$ cat src/rtl/interp_pkg.sv
// Shared types and constants for the interpolator pixel feeder.
// Line geometry: 8 replicated leading samples, 16 body samples, 5 replicated trailing samples.
package interp_pkg;

  localparam int DATA_W     = 32;
  localparam int PRE_PAD    = 8;
  localparam int POST_PAD   = 5;
  localparam int LINE_BEATS = PRE_PAD + 16 + POST_PAD;
  localparam int TAP_OFFSET = 12;

  typedef enum logic [1:0] {
    IDLE  = 2'd0,
    RUN   = 2'd1,
    DRAIN = 2'd2
  } feeder_state_t;

  // Population count of up to four outstanding-read flags.
  function automatic logic [2:0] ones4(input logic [3:0] v);
    ones4 = 3'({2'b00, v[0]}) + 3'({2'b00, v[1]}) + 3'({2'b00, v[2]}) + 3'({2'b00, v[3]});
  endfunction

endpackage

$ cat src/rtl/interp_skid_fifo.sv
// Skid FIFO of DEPTH entries behind a registered head slot.
// Entries shift toward slot 0, so the head data and valid come straight from flops.
module interp_skid_fifo #(
  parameter int WIDTH = 32,
  parameter int DEPTH = 2
) (
  input  logic             clock,
  input  logic             reset,
  input  logic             push,
  input  logic [WIDTH-1:0] push_data,
  input  logic             pop,
  output logic [WIDTH-1:0] head_data,
  output logic             head_valid,
  output logic [2:0]       count
);

  localparam int SLOTS = DEPTH + 1;

  logic [WIDTH-1:0] data_r [SLOTS];
  logic [WIDTH-1:0] data_s [SLOTS];
  logic [SLOTS-1:0] vld_r;
  logic [SLOTS-1:0] vld_s;
  logic [2:0]       cnt_r;
  logic [2:0]       cnt_s;
  logic [2:0]       wr_idx_s;

  // Next contents: shift on pop, then write the arriving sample behind the last live entry
  always_comb begin
    data_s   = data_r;
    vld_s    = vld_r;
    wr_idx_s = cnt_r;
    if (pop) begin
      for (int i = 0; i < SLOTS - 1; i++) begin
        data_s[i] = data_r[i+1];
        vld_s[i]  = vld_r[i+1];
      end
      vld_s[SLOTS-1] = 1'b0;
      wr_idx_s       = cnt_r - 3'd1;
    end else begin
      wr_idx_s = cnt_r;
    end
    for (int i = 0; i < SLOTS; i++) begin
      if (push && (wr_idx_s == 3'(i))) begin
        data_s[i] = push_data;
        vld_s[i]  = 1'b1;
      end else begin
        vld_s[i] = vld_s[i];
      end
    end
    cnt_s = cnt_r + 3'({2'b00, push}) - 3'({2'b00, pop});
  end

  // Storage and occupancy registers
  always_ff @(posedge clock) begin
    if (reset) begin
      for (int i = 0; i < SLOTS; i++) data_r[i] <= '0;
      vld_r <= '0;
      cnt_r <= 3'd0;
    end else begin
      data_r <= data_s;
      vld_r  <= vld_s;
      cnt_r  <= cnt_s;
    end
  end

  assign head_data  = data_r[0];
  assign head_valid = vld_r[0];
  assign count      = cnt_r;

endmodule

$ cat src/rtl/interp_pixel_feeder.sv
// Read-side sequencer for the 8-tap interpolator: fetches a block line by line with
// edge replication and streams it through a skid FIFO, flagging valid tap windows.
module interp_pixel_feeder
  import interp_pkg::*;
#(
  parameter int ADDR_W  = 32,
  parameter int BLK_W   = 16,
  parameter int BLK_H   = 16,
  parameter int MEM_LAT = 1
) (
  input  logic              clock,
  input  logic              reset,
  input  logic              start,
  input  logic              mode,
  input  logic [ADDR_W-1:0] base_addr,
  output logic              mem_rd_en,
  output logic [ADDR_W-1:0] mem_addr,
  input  logic [DATA_W-1:0] mem_rdata,
  output logic [DATA_W-1:0] pix_out,
  output logic              pix_valid,
  input  logic              ready,
  output logic              tap_valid,
  output logic [3:0]        tap_pos,
  output logic [3:0]        line_idx,
  output logic              busy,
  output logic              done
);

  // Every issued read owns a storage slot until it leaves: head slot plus MEM_LAT+1 skid entries.
  localparam int CAP = MEM_LAT + 2;

  feeder_state_t      state_r, state_s;
  logic               mode_r;
  logic [ADDR_W-1:0]  base_r;
  logic [3:0]         rd_line_r;
  logic [4:0]         rd_k_r;
  logic               rd_en_r;
  logic [ADDR_W-1:0]  addr_r;
  logic [ADDR_W-1:0]  addr_s;
  logic [3:0]         col_s;
  logic [MEM_LAT-1:0] lat_sr_r;
  logic [2:0]         fifo_cnt_s;
  logic [2:0]         inflight_s;
  logic [3:0]         credit_s;
  logic               pop_s, push_s, issue_s, last_issue_s, drained_s, accept_s;
  logic [4:0]         beat_r;
  logic [3:0]         out_line_r;
  logic               tap_valid_r, busy_r, done_r;
  logic [3:0]         tap_pos_r, line_idx_r;

  function automatic logic [3:0] clamp_col(input logic [4:0] k);
    if (k < 5'(PRE_PAD))              clamp_col = 4'd0;
    else if (k >= 5'(PRE_PAD + BLK_W)) clamp_col = 4'(BLK_W - 1);
    else                               clamp_col = 4'(k - 5'(PRE_PAD));
  endfunction

  assign pop_s      = pix_valid & ready;
  assign push_s     = lat_sr_r[MEM_LAT-1];
  assign accept_s   = (state_r == IDLE) && start;
  assign inflight_s = ones4(4'({lat_sr_r, rd_en_r}));
  // Occupancy after this edge if nothing new is issued; pop frees a slot in the same cycle.
  assign credit_s   = {1'b0, fifo_cnt_s} - {3'b000, pop_s} + {1'b0, inflight_s};

  // Next state and read-issue decision
  always_comb begin
    state_s      = state_r;
    issue_s      = 1'b0;
    last_issue_s = 1'b0;
    drained_s    = (credit_s == 4'd0);
    case (state_r)
      IDLE: begin
        if (start) state_s = RUN;
        else       state_s = IDLE;
      end
      RUN: begin
        issue_s      = (credit_s < 4'(CAP));
        last_issue_s = issue_s && (rd_line_r == 4'(BLK_H - 1)) && (rd_k_r == 5'(LINE_BEATS - 1));
        if (last_issue_s) state_s = DRAIN;
        else              state_s = RUN;
      end
      DRAIN: begin
        if (drained_s) state_s = IDLE;
        else           state_s = DRAIN;
      end
      default: state_s = IDLE;
    endcase
  end

  // Address of the current read: rows walk columns in mode 0, columns walk rows in mode 1
  always_comb begin
    col_s = clamp_col(rd_k_r);
    if (mode_r) addr_s = base_r + (ADDR_W'(col_s) * ADDR_W'(BLK_W)) + ADDR_W'(rd_line_r);
    else        addr_s = base_r + (ADDR_W'(rd_line_r) * ADDR_W'(BLK_W)) + ADDR_W'(col_s);
  end

  // Control state, latched pass parameters, read counters and in-flight tracking
  always_ff @(posedge clock) begin
    if (reset) begin
      state_r   <= IDLE;
      mode_r    <= 1'b0;
      base_r    <= '0;
      rd_line_r <= 4'd0;
      rd_k_r    <= 5'd0;
      rd_en_r   <= 1'b0;
      addr_r    <= '0;
      lat_sr_r  <= '0;
      busy_r    <= 1'b0;
      done_r    <= 1'b0;
    end else begin
      state_r <= state_s;
      if (accept_s) begin
        mode_r    <= mode;
        base_r    <= base_addr;
        rd_line_r <= 4'd0;
        rd_k_r    <= 5'd0;
      end else if (issue_s) begin
        if (rd_k_r == 5'(LINE_BEATS - 1)) begin
          rd_k_r    <= 5'd0;
          rd_line_r <= rd_line_r + 4'd1;
        end else begin
          rd_k_r <= rd_k_r + 5'd1;
        end
      end
      rd_en_r <= issue_s;
      if (issue_s) addr_r <= addr_s;
      lat_sr_r[0] <= rd_en_r;
      for (int i = 1; i < MEM_LAT; i++) lat_sr_r[i] <= lat_sr_r[i-1];
      busy_r <= (state_s != IDLE);
      done_r <= (state_r == DRAIN) && drained_s;
    end
  end

  // Output-side beat counting and tap-window flags
  always_ff @(posedge clock) begin
    if (reset) begin
      beat_r      <= 5'd0;
      out_line_r  <= 4'd0;
      tap_valid_r <= 1'b0;
      tap_pos_r   <= 4'd0;
      line_idx_r  <= 4'd0;
    end else begin
      if (accept_s) begin
        beat_r     <= 5'd0;
        out_line_r <= 4'd0;
      end else if (pop_s) begin
        if (beat_r == 5'(LINE_BEATS - 1)) begin
          beat_r     <= 5'd0;
          out_line_r <= out_line_r + 4'd1;
        end else begin
          beat_r <= beat_r + 5'd1;
        end
      end
      tap_valid_r <= pop_s && (beat_r >= 5'(TAP_OFFSET)) && (beat_r < 5'(TAP_OFFSET + BLK_W));
      if (pop_s) line_idx_r <= out_line_r;
      if (pop_s && (beat_r >= 5'(TAP_OFFSET)) && (beat_r < 5'(TAP_OFFSET + BLK_W)))
        tap_pos_r <= 4'(beat_r - 5'(TAP_OFFSET));
    end
  end

  interp_skid_fifo #(
    .WIDTH (DATA_W),
    .DEPTH (MEM_LAT + 1)
  ) u_fifo (
    .clock      (clock),
    .reset      (reset),
    .push       (push_s),
    .push_data  (mem_rdata),
    .pop        (pop_s),
    .head_data  (pix_out),
    .head_valid (pix_valid),
    .count      (fifo_cnt_s)
  );

  assign mem_rd_en = rd_en_r;
  assign mem_addr  = addr_r;
  assign tap_valid = tap_valid_r;
  assign tap_pos   = tap_pos_r;
  assign line_idx  = line_idx_r;
  assign busy      = busy_r;
  assign done      = done_r;

endmodule

$ cat config.mk
export PLATFORM = sky130hd
export DESIGN_NAME = interp_pixel_feeder
export DESIGN_NICKNAME = d
export VERILOG_FILES = /design/src/rtl/interp_pkg.sv /design/src/rtl/interp_skid_fifo.sv /design/src/rtl/interp_pixel_feeder.sv
export SDC_FILE = /design/constraint.sdc
export NUM_CORES = 1
export LEC_CHECK = 0
export CAP_MARGIN = 25
export CORE_UTILIZATION = 50
export CTS_CLUSTER_DIAMETER = 50
export CTS_CLUSTER_SIZE = 24
export DETAILED_ROUTE_END_ITERATION = 10
export HOLD_SLACK_MARGIN = 0.05
export PLACE_DENSITY = 0.85
export SKIP_CTS_REPAIR_TIMING = 1
export SYNTH_ARGS = -nofsm -noshare
export SYNTH_HDL_FRONTEND = slang
export SYNTH_HIERARCHICAL = 1
export SYNTH_SLANG_ARGS = --single-unit
$ cat constraint.sdc
create_clock -name clock -period 4.2 [get_ports clock]
set_clock_uncertainty 0.2 [all_clocks]
set_input_delay 0.84 -clock clock [delete_from_list [all_inputs] [get_ports clock]]
set_output_delay 0.84 -clock clock [all_outputs]
set_load 0.05 [all_outputs]
---- After elaboration in Yosys (flattened, before gate mapping) ----
Index checks and enable logic that the tools add are counted.
cells by class
  bitwise logic cells ..................... 1
  add/sub/neg operators ................... 16
  multiplexer cells ....................... 18
  equal/unequal tests ..................... 7
  reductions and logical operators ........ 19
  order comparisons ....................... 5
operators by type and width
  cell                                                                    number
  32-bit two-way mux                                                      3
  32-bit by 4-bit adder with 32-bit output                                2
  32-bit by 8-bit adder with 32-bit output                                2
  64-bit two-way mux                                                      1
  5-bit by 1-bit adder with 5-bit output (second input constant)          2
  5-bit == test (second input constant)                                   2
  5-bit two-way mux                                                       2
  1-bit logical AND                                                       9
  4-bit by 1-bit adder with 4-bit output (second input constant)          2
  4-bit two-way mux                                                       2
  2-bit nonzero test                                                      4
  4-bit subtractor (second input constant)                                2
  3-bit two-way mux                                                       2
  2-bit one-hot mux with 3 select lines                                   1
  5-bit by 4-bit >= comparator with 1-bit output (second input constant)  1
  5-bit >= comparator (second input constant)                             1
  5-bit by 4-bit < comparator with 1-bit output (second input constant)   1
  5-bit < comparator (second input constant)                              1
  1-bit two-way mux                                                       5
  4-bit by 2-bit adder with 4-bit output                                  1
  4-bit == test (second input constant)                                   1
  4-bit logical NOT                                                       1
  4-bit by 2-bit < comparator with 1-bit output (second input constant)   1
  2-bit two-way mux                                                       2
  other kinds (14)                                                        15
word-level totals
  output and inout bits ................... 77
  logic and storage cells ................. 88
  flip-flop bits (word level) ............. 200

---- Depth between registers and ports, before layout ----
  depth in word-level cells ............... 9
  mapped depth ............................ 16

---- Hierarchy ----
Netlist, hierarchy kept.
by module, submodules not included
  module               area each (µm²)  instances  cells an instance
  interp_pixel_feeder  5353.9           1          655
  interp_skid_fifo     5187.5           1          482

---- Least setup slack after synthesis ----
OpenSTA, ideal clock, no wires.
  kind .................................... in2reg
  start point ............................. input ready
  end point ............................... register addr_r[29], in the netlist mem_addr[29]
  buffers on the path ..................... 2
  setup time .............................. 135 ps
  setup slack ............................. 75 ps
  data arrival time ....................... 3790 ps
  data required time ...................... 3865 ps
  stages on the path ...................... 14
  cell sequence ........................... nand2_1 inv_1 clkbuf_1 xnor2_1 fa_1 inv_1 fa_1 nand2b_1 nand3_1 a2111oi_4 buf_2 o21ai_0 nor4b_1 nor4_1
on the way
  word-level cells in the longest chain between the ends .. 5
RTL lines
  element                                        RTL line                    source
  from (decl)                                    interp_pixel_feeder.sv:21   input logic ready,
  1-bit bitwise AND                              interp_pixel_feeder.sv:57   assign pop_s = pix_valid & ready;
  via pop_s                                      interp_pixel_feeder.sv:45   logic pop_s, push_s, issue_s, last_issue_s, drained_s, accept_s;
  3-bit by 1-bit subtractor with 4-bit output    interp_pixel_feeder.sv:62   assign credit_s = {1'b0, fifo_cnt_s} - {3'b000, pop_s} + {1'b0, inflight_s};
  4-bit by 2-bit adder with 4-bit output         interp_pixel_feeder.sv:62
  4-bit by 2-bit < comparator with 1-bit output  interp_pixel_feeder.sv:76   issue_s = (credit_s < 4'(CAP));
  1-bit two-way mux                              interp_pixel_feeder.sv:70   case (state_r)
  to (signal assigned)                           interp_pixel_feeder.sv:125  if (issue_s) addr_r <= addr_s;
  to (decl)                                      interp_pixel_feeder.sv:38   logic [ADDR_W-1:0] addr_r;
The timed path passes the listed nets, and every way through them passes these cells.
A chain may end at the register's enable or synchronous reset.

---- Final worst setup path ----
  start point ............................. input ready
  end point ............................... register addr_r[23], in the netlist mem_addr[23]
on the way
  word-level cells in the longest chain between the ends .. 5
RTL lines
  element                                        RTL line
  1-bit bitwise AND                              interp_pixel_feeder.sv:57
  3-bit by 1-bit subtractor with 4-bit output    interp_pixel_feeder.sv:62
  4-bit by 2-bit adder with 4-bit output         interp_pixel_feeder.sv:62
  4-bit by 2-bit < comparator with 1-bit output  interp_pixel_feeder.sv:76
  1-bit two-way mux                              interp_pixel_feeder.sv:70
Every way passes these cells.

==> results.toml <==
[run_status]
status = "complete, no violations"

[layout]
stdcell_area_um2 = 12450
drive_above_1_share = 0.1106
diodes = 0
area_growth_pct = 18.10
nets = 1319
fin_util = 0.6094

[worst_setup_path]
critPathMaxFanout = 12
endpoint_kind = "register"
worstPathCellList = "clkdlybuf4s50_1, nand2_1, inv_4, xnor2_1, fa_1, inv_1, fa_1, nand2b_1, nand3_1, a2111oi_4, buf_4, o2111ai_1, or4_1, nand3_1"
max_stage_delay_ns = 0.44
cp_slowest_cell = "a2111oi_4"
r2r-start = "rd_k_r[4]"
reg2reg_slack_ns = 0.52
r2r_cells = 10
path_class = "input port to register"
critPathLaunchType = "input port"
required_ns = 4.38
r2r-end = "mem_addr[26]"
cp.arrival_ns = 4.01

[pwr]
power_switching_mw = 1.865
leakagePower_nw = 4.681
p_clk_frac = 0.311
powerDensity_nw_per_um2 = 424.6
swShare = 0.3528
p_int_mw = 3.421
peakVddDrop_mv = 0.2587
pwr-share-seq = 0.412
p_comb_frac = 0.278

[job]
maxCapViolations = 0

[logic_synthesis]
ys_ff_latch = 200
synth.most_common_cell = "dfxtp_1"
syn_inst = 1137
ys_types = 66
synth_area_leaders = "dfxtp_1 38%, mux2i_1 16%, nand2b_1 4.2%"
yosys.area.top_type = "dfxtp_1"
yosys-top-cells-count = "200 x dfxtp_1, 169 x mux2i_1, 109 x nand2_1"
ys_seq_area_frac = 0.3798
syn_avg_cell_area_um2 = 9.271
syn-cell-area_um2 = 10540
syn_nets = 1239
yosysWarnings = 6
yosys.area.top_type_share = 0.3798
ys_async_sr_fraction = 0
synth_ff_type = "dfxtp_1"
synth_edf_count = 0

[timing]
rsz0062_at_grt = "no"
worst_slew_pin_slew_ns = 1.007
hold_viol_final = 0
drv_slew = 0
period_share = 0.9113
slew_headroom = 0.3284
setup_viol = 0
fin_crit_ns = 3.827
fmax_mhz = 261.3

[clock_network]
cts.path.max_buffers = 2
clk_pin_slew_worst_paths_ns = 0.08
htree_levels = 4
root_buffer = "clkbuf_16"
cts_tree = "built"
clkLatencyLatePin_ns = 0.44
cts_made_buffers = 17
clock_sinks = 200

[floorplanning]
rows = 52
die_h_um = 147.2
dieWidth_um = 147.2
io_pins = 146
initial_core_util = 0.5160
dieArea_um2 = 21670
core_area_um2 = 20430

[drt]
vias = 8248
drt-pass1-iter-count = 4
ant_nets = 0
via_per_inst = 5.499
routed_wl_um = 23510
drc_errors = 0
drtIter0Drc = 392
routedWlPerCell_um = 15.67

[global_routing]
busiest_layer = "met2"
grt_pass1_vias = 8064
grt_max_degree = 84
grt_antenna_before_repair = 0
gr-usage-met2 = 0.3741
gr-total-overflow = 0
grt_pass1_wl_um = 38840
grt_usage = 0.2193
met1_usage = 0.2745
use_met3 = 0.04783

[worst_hold_path]
hold_depth = 2
hold_class = "register to register"
holdPathEnd = "mem_addr[1]"
hold_start = "mem_addr[1]"

[place]
port_buffers = 145
place_area_um2 = 11850
globalplace.congestion = 0.8697
dp_hpwl_um = 16150
-- power by group through the flow --
| stage | clock, mW | combinational (mW) | sequential (mW) |
|---|---|---|---|
| 2_1_floorplan | 0 | 0.747 | 2.50 |
| 4_1_cts | 1.67 | 1.47 | 2.17 |
| 3_5_place_dp | 0 | 1.46 | 2.22 |
| 3_3_place_gp | 0 | 1.43 | 2.21 |
| 6_report | 1.64 | 1.47 | 2.18 |
| 5_1_grt | 1.75 | 1.56 | 2.19 |
-- stage by stage --
| stage | power, mW | TNS, ns | cells | hold slack [ns] | setup slack (ns) |
|---|---|---|---|---|---|
| floorplan | 3.250 | 0 | 1137 | 0.2437 | 0.07520 |
| global placement | 3.641 | 0 | 1468 | 0.2450 | 0.006044 |
| detailed placement | 3.677 | -0.08691 | 1468 | 0.2471 | -0.05361 |
| CTS | 5.318 | 0 | 1500 | 0.2576 | 0.3836 |
| global route | 5.508 | 0 | 1500 | 0.2818 | 0.1503 |
| finish | 5.286 | 0 | 1500 | 0.2572 | 0.3726 |
-- sequential cells by signal, indices dropped and copies added, names as in the netlist, 2 cells and up --
register          flops
u_fifo/data_r        64
base_r               32
mem_addr             32
u_fifo/head_data     32
beat_r                5
rd_k_r                5
line_idx              4
out_line_r            4
rd_line_r             4
tap_pos               4
u_fifo/count          3
u_fifo/vld_r          3
state_r               2
-- how the worst max path moves through the flow --
stage | from | to | slack, ns | cells past startpoint
floorplan | ready | mem_addr[29] | 0.08 | 14
global placement | ready | mem_addr[23] | 0.006 | 14
detailed placement | ready | mem_addr[23] | -0.05 | 14
CTS | ready | mem_addr[23] | 0.38 | 14
global route | ready | mem_addr[29] | 0.15 | 14
finish | ready | mem_addr[23] | 0.37 | 14
-- final cells by class --
type,count,area [um^2]
clock inverters,15,176.4
repair buffers,164,1629
multi-input cells,807,5773
well taps,270,337.8
flip-flops and latches,200,4004
fillers,1737,7980
clock buffers,17,425.4
inverters,27,103.9
-- metal layers --
layer / part of all wire / vias to the layer above
met5: 0 / -
met4: 0.015 / 0
met3: 0.060 / 33
met2: 0.49 / 231
met1: 0.43 / 3880
li1: - / 4104
-- logic make-up after synthesis --
| family | count (synthesis) | share of synthesized area |
|---|---|---|
| simple gates | 419 | 0.2121 |
| flops | 200 | 0.3798 |
| mux | 170 | 0.1619 |
| compound gates | 155 | 0.1040 |
| buf+inv | 130 | 0.07252 |
| fa+ha+maj | 35 | 0.04463 |
| xor+xnor | 28 | 0.02505 |
-- critical path, delay by kind of cell --
family,cells,cell delay [ns]
simple gates,5,0.88
fa+ha+maj,2,0.82
buf+inv,4,0.78
compound gates,2,0.56
xor+xnor,1,0.13
-- cells in the final DEF, fill, tap and decap left out, types with 6 or more instances in the layout --
cell type,n
or3_1,7
a21o_1,7
xnor2_1,9
inv_1,26
o31ai_1,11
nand4_1,14
nor3_1,9
nor2b_1,8
a21oi_1,53
nor2_1,65
clkdlybuf4s50_1,144
ha_1,28
nor4_1,8
nand3_1,20
xor2_1,18
and3_1,8
dfxtp_1,200
a211oi_1,6
clkbuf_16,17
o211ai_1,6
nand2_1,109
clkinv_8,6
a311oi_1,16
or2_2,66
or4_1,9
nand2b_1,71
mux2i_1,169
o21ai_0,21
buf_4,17
No activity file was read; power rests on OpenSTA's default activity.
